[config.mk]
export PLATFORM = sky130hd
export DESIGN_NAME = fetch_decode_queue
export DESIGN_NICKNAME = d
export VERILOG_FILES = /design/src/rtl/fetch_decode_queue.sv
export SDC_FILE = /design/constraint.sdc
export NUM_CORES = 1
export LEC_CHECK = 0
export ABC_AREA = 1
export CELL_PAD_IN_SITES_DETAIL_PLACEMENT = 2
export CELL_PAD_IN_SITES_GLOBAL_PLACEMENT = 2
export CORE_UTILIZATION = 46
export DETAILED_ROUTE_END_ITERATION = 16
export DONT_BUFFER_PORTS = 1
export PLACE_DENSITY = 0.79
export REMOVE_ABC_BUFFERS = 1
export SLEW_MARGIN = 20
export SYNTH_ARGS = -nofsm -noshare
export SYNTH_HDL_FRONTEND = slang
export SYNTH_SLANG_ARGS = --single-unit
[constraint.sdc]
create_clock -name clk -period 8.26 [get_ports clk]
set_input_delay 1.652 -clock clk [delete_from_list [all_inputs] [get_ports clk]]
set_output_delay 1.652 -clock clk [all_outputs]
set_load 0.05 [all_outputs]
[src/rtl/fetch_decode_queue.sv]
// Fetch-to-decode instruction queue: buffers {pc, instr} pairs in program order
// and lets decode stall without losing instruction-bus responses.
module fetch_decode_queue #(
   parameter int DEPTH = 4,
   localparam int CW = $clog2(DEPTH) + 1
) (
   input  logic          clk,
   input  logic          resetn,
   input  logic          flush,
   input  logic          in_valid,
   input  logic [31:0]   in_pc,
   input  logic [31:0]   in_instr,
   output logic          in_ready,
   output logic          out_valid,
   output logic [31:0]   out_pc,
   output logic [31:0]   out_instr,
   input  logic          out_ready,
   output logic [CW-1:0] count
);

   localparam int AW = $clog2(DEPTH);
   localparam logic [CW-1:0] FULL = CW'(DEPTH);

   logic [63:0]   storage [DEPTH];
   logic [AW-1:0] wr_ptr;
   logic [AW-1:0] rd_ptr;
   logic [CW-1:0] cnt;
   logic          push;
   logic          pop;

   // in_ready looks only at registered occupancy, so decode stalls never reach fetch combinationally
   assign in_ready  = (cnt != FULL);
   assign out_valid = (cnt != '0);
   assign push      = in_valid & in_ready & ~flush;
   assign pop       = out_valid & out_ready & ~flush;
   assign count     = cnt;

   // An empty queue presents an all-zero word, which decode executes as a nop
   assign out_pc    = out_valid ? storage[rd_ptr][63:32] : '0;
   assign out_instr = out_valid ? storage[rd_ptr][31:0]  : '0;

   always_ff @(posedge clk) begin
      if (push) begin
         storage[wr_ptr] <= {in_pc, in_instr};
      end
   end

   always_ff @(posedge clk or negedge resetn) begin
      if (!resetn) begin
         wr_ptr <= '0;
         rd_ptr <= '0;
         cnt    <= '0;
      end else if (flush) begin
         wr_ptr <= '0;
         rd_ptr <= '0;
         cnt    <= '0;
      end else begin
         if (push) begin
            wr_ptr <= wr_ptr + AW'(1);
         end
         if (pop) begin
            rd_ptr <= rd_ptr + AW'(1);
         end
         case ({push, pop})
            2'b10:   cnt <= cnt + CW'(1);
            2'b01:   cnt <= cnt - CW'(1);
            default: cnt <= cnt;
         endcase
      end
   end

`ifndef SYNTHESIS
   a_cnt_bound: assert property (@(posedge clk) disable iff (!resetn) cnt <= FULL);
   a_no_empty_pop: assert property (@(posedge clk) disable iff (!resetn) !(pop && cnt == '0));
   a_pc_aligned: assert property (@(posedge clk) disable iff (!resetn) push |-> (in_pc[1:0] == 2'b00));
`endif

endmodule
==> impl_results.rst <==
.. list-table::
   :header-rows: 1

   * - Metric
     - Value
   * - DIE HEIGHT
     - 152 um
   * - RSZ-0062 raised after global routing
     - no
   * - Gr ovfl total
     - 0
   * - Overall routing resource usage
     - 25.1%
   * - Average instance area after synthesis
     - 12.6 um2
   * - Average via count per standard cell
     - 5.74
   * - Seq cells post-synth
     - 263
   * - DPL Wire Length
     - 17.1 mm
   * - Number of port buffers
     - 0
   * - Dpl cell area
     - 0.0106 mm2
   * - Global placement routability congestion
     - 0.722
   * - Initial antenna violation count
     - 1
   * - First-pass DRT Iterations
     - 11
   * - Terminus of the critical flop-to-flop path
     - storage[1][5]
   * - CTS tree
     - yes
   * - Worst slew margin
     - 21.9%
   * - Clock root buffer master
     - clkbuf_16
   * - N_diodes
     - 0
   * - Worst voltage drop across the vdd grid
     - 0.000224 V
   * - Wirelength, routed
     - 28.3 mm
   * - Post-route cell area
     - 0.0114 mm2
   * - Clock latency of the later-clocked register in the worst-skew pair
     - 0.53 ns
   * - Routed WL per cell
     - 25.5 um
   * - Resize count post-CTS
     - 0
   * - Number of warnings issued by yosys
     - 0
   * - Remaining routing DRC violations
     - 14
   * - Kind of start point of the critical path
     - flip-flop
   * - Crit path setup slack, layout
     - 2.86 ns
   * - Outcome
     - finished, violations left
   * - Cell count after synthesis
     - 818
   * - Setup repair bufs after CTS
     - 0
   * - Clock-pin transition on the worst setup and hold timing paths
     - 0.06 ns
   * - Number of placement rows
     - 54
   * - Worst setup EP type
     - primary output
   * - Maximum clock insertion buffer count
     - 3
   * - Post-DRT Antenna Nets
     - 0
   * - Die Span X
     - 152 um
   * - Worst Hold Depth
     - 2
   * - Overall die area
     - 0.0231 mm2
   * - Violations in the final reports
     - DRC
   * - FILL cells
     - 2110
   * - Number of design-rule violations left by the first detailed-router iteration
     - 339
   * - Type of the worst setup path
     - flip-flop to primary output
   * - Pin count of the biggest net entering global routing
     - 102
   * - Power density over the cells
     - 368 mW/mm2
   * - Number of distinct library cells after synthesis
     - 20
   * - Final setup violating endpoints
     - 0
   * - Depth of the CTS H-tree
     - 1
   * - Total power
     - 4200 uW
   * - Max Slew Vio Count
     - 0
   * - Clk sinks
     - 263
   * - Vias in the first global route
     - 7274
   * - Worst-margin pin slew
     - 1.18 ns
   * - Share of post-route cells with drive strength above 1
     - 7.71%
   * - R2R setup slack
     - 4.64 ns
   * - Source of the worst hold timing path
     - wr_ptr[1]
   * - Via count of the routed design
     - 6366
   * - Setup TNS after final layout
     - 0 ns
   * - Post-synth design cell area
     - 0.0103 mm2
   * - Share of synthesized area occupied by flip-flops and latches
     - 76.0%
   * - Clock buffers created by TritonCTS
     - 27
   * - Number of cells traversed by the worst register-to-register path
     - 8
   * - Max-cap viol count
     - 0
   * - Global-route wire length before repair
     - 43.3 mm
   * - Tightest Hold Check Type
     - flip-flop to flip-flop
   * - Worst endpoint required time
     - 6.61 ns
   * - Worst Skew
     - 0.0146 ns
   * - Fin nets
     - 884
   * - Quantity of hold-fixing buffers added after cts
     - 0
   * - Worst min-delay path endpoint
     - wr_ptr[1]
   * - Worst path arrival time
     - 3.75 ns
   * - Ratio of final minimum period to clock period
     - 65.4%
   * - Highest clock frequency the design can meet
     - 185 MHz
   * - Highest fanout seen on the critical path
     - 101
   * - Placement Setup Slack
     - 3.30 ns
   * - Final critical delay including setup and external delays
     - 5.40 ns
   * - Final Hold Viols
     - 0
   * - Area Growth Syn to Fin
     - 10.2%
   * - Reported leakage power
     - 0.00378 uW
   * - Number of top-level pins
     - 138
   * - Startpoint of the worst-slack reg-to-reg timing path
     - count[0]
   * - Initial Util
     - 47.1%
   * - Core area
     - 0.0220 mm2
[cell usage after synthesis]
library cell | number | share of area [%]
o21ai_1 | 3 | 0.15
nand2_1 | 22 | 0.80
a21oi_1 | 67 | 3.2
ha_1 | 4 | 0.48
clkbuf_1 | 12 | 0.44
dfrtp_1 | 7 | 1.7
buf_6 | 2 | 0.22
buf_2 | 14 | 0.68
xnor2_1 | 1 | 0.085
buf_1 | 6 | 0.22
inv_2 | 2 | 0.073
nor2_1 | 262 | 9.5
a21boi_0 | 1 | 0.073
nor2_2 | 1 | 0.061
nand3_1 | 2 | 0.097
inv_1 | 12 | 0.44
o21ai_0 | 129 | 6.2
buf_4 | 14 | 1.0
edfxtp_1 | 256 | 74
fa_1 | 1 | 0.19
[how the worst max path moves through the flow]
stage	startpoint	endpoint	slack, ns
after detailed placement	rd_ptr[0]	out_pc[31]	3.30
after floorplan	rd_ptr[0]	out_instr[30]	2.40
after CTS	rd_ptr[0]	out_pc[17]	2.72
final	rd_ptr[0]	out_pc[11]	2.86
after global placement	rd_ptr[0]	out_instr[14]	3.40
after global routing	rd_ptr[0]	out_instr[0]	2.63
[cell usage in the layout, fill, tap and decap left out, drive strengths merged]
master	count
nor2	263
edfxtp	256
o21ai	132
a21oi	67
clkbuf	39
nand2	22
inv	13
buf	11
clkinv	11
dfrtp	7
ha	4
nand3	2
a21boi	1
xnor2	1
fa	1
[layer usage]
layer  global-route usage (%)  vias to the layer above  share of wire (%)
li1                         -                     2873                  -
met1                     27.9                     3302                 37
met2                     47.4                      147                 54
met3                     6.08                       44                6.4
met4                     7.19                        0                2.6
met5                        0                        -                  0
[worst max-delay path: stages, from the launching register on]
cell      delay (ns)
dfrtp_4         0.74
clkinv_2        0.39
buf_4           0.79
o21ai_0         0.31
a21oi_1         0.90
[sequential cells by signal (all words and copies together), names as in the netlist]
| register | cells |
|---|---|
| count | 3 |
| storage | 256 |
| rd_ptr | 2 |
| wr_ptr | 2 |
[final cells by class]
| type | instances | area [um2] | area share (%) |
|---|---|---|---|
| flip-flops and latches | 263 | 7870 | 69.0 |
| multi-input cells | 493 | 2220 | 19.5 |
| clock buffers | 39 | 741 | 6.49 |
| well taps | 280 | 350 | 3.07 |
| repair buffers | 11 | 123 | 1.08 |
| inverters | 14 | 53.8 | 0.472 |
| clock inverters | 10 | 45.0 | 0.395 |
[power breakdown]
| part | switching (uW) | total [uW] | internal (uW) |
|---|---|---|---|
| clock network | 480 | 1100 | 619 |
| registers | 82.7 | 1630 | 1550 |
| logic | 1280 | 1460 | 182 |
| total | 1850 | 4200 | 2350 |
[kinds of logic (layout without fill, tap and decap cells)]
| logic type | after synthesis | after routing | share of synthesized area, % |
|---|---|---|---|
| adder cells (fa/ha/maj) | 5 | 5 | 0.677 |
| flip-flops | 263 | 263 | 76.0 |
| AND/OR/NAND/NOR | 287 | 287 | 10.5 |
| buffers and inverters | 62 | 74 | 3.07 |
| XOR/XNOR | 1 | 1 | 0.0847 |
| AO/OA/AOI/OAI | 200 | 200 | 9.70 |
[stage by stage]
step / util [%] / instances / hold slack (ns)
floorplan: - / 770 / 0.580
global placement: 48.0 / 1059 / 0.605
detailed placement: 48.3 / 1061 / 0.668
CTS: 51.9 / 1110 / 0.677
global route: 51.9 / 1110 / 0.725
finish: 51.9 / 1110 / 0.678
Power figures use the tool's default switching activity.
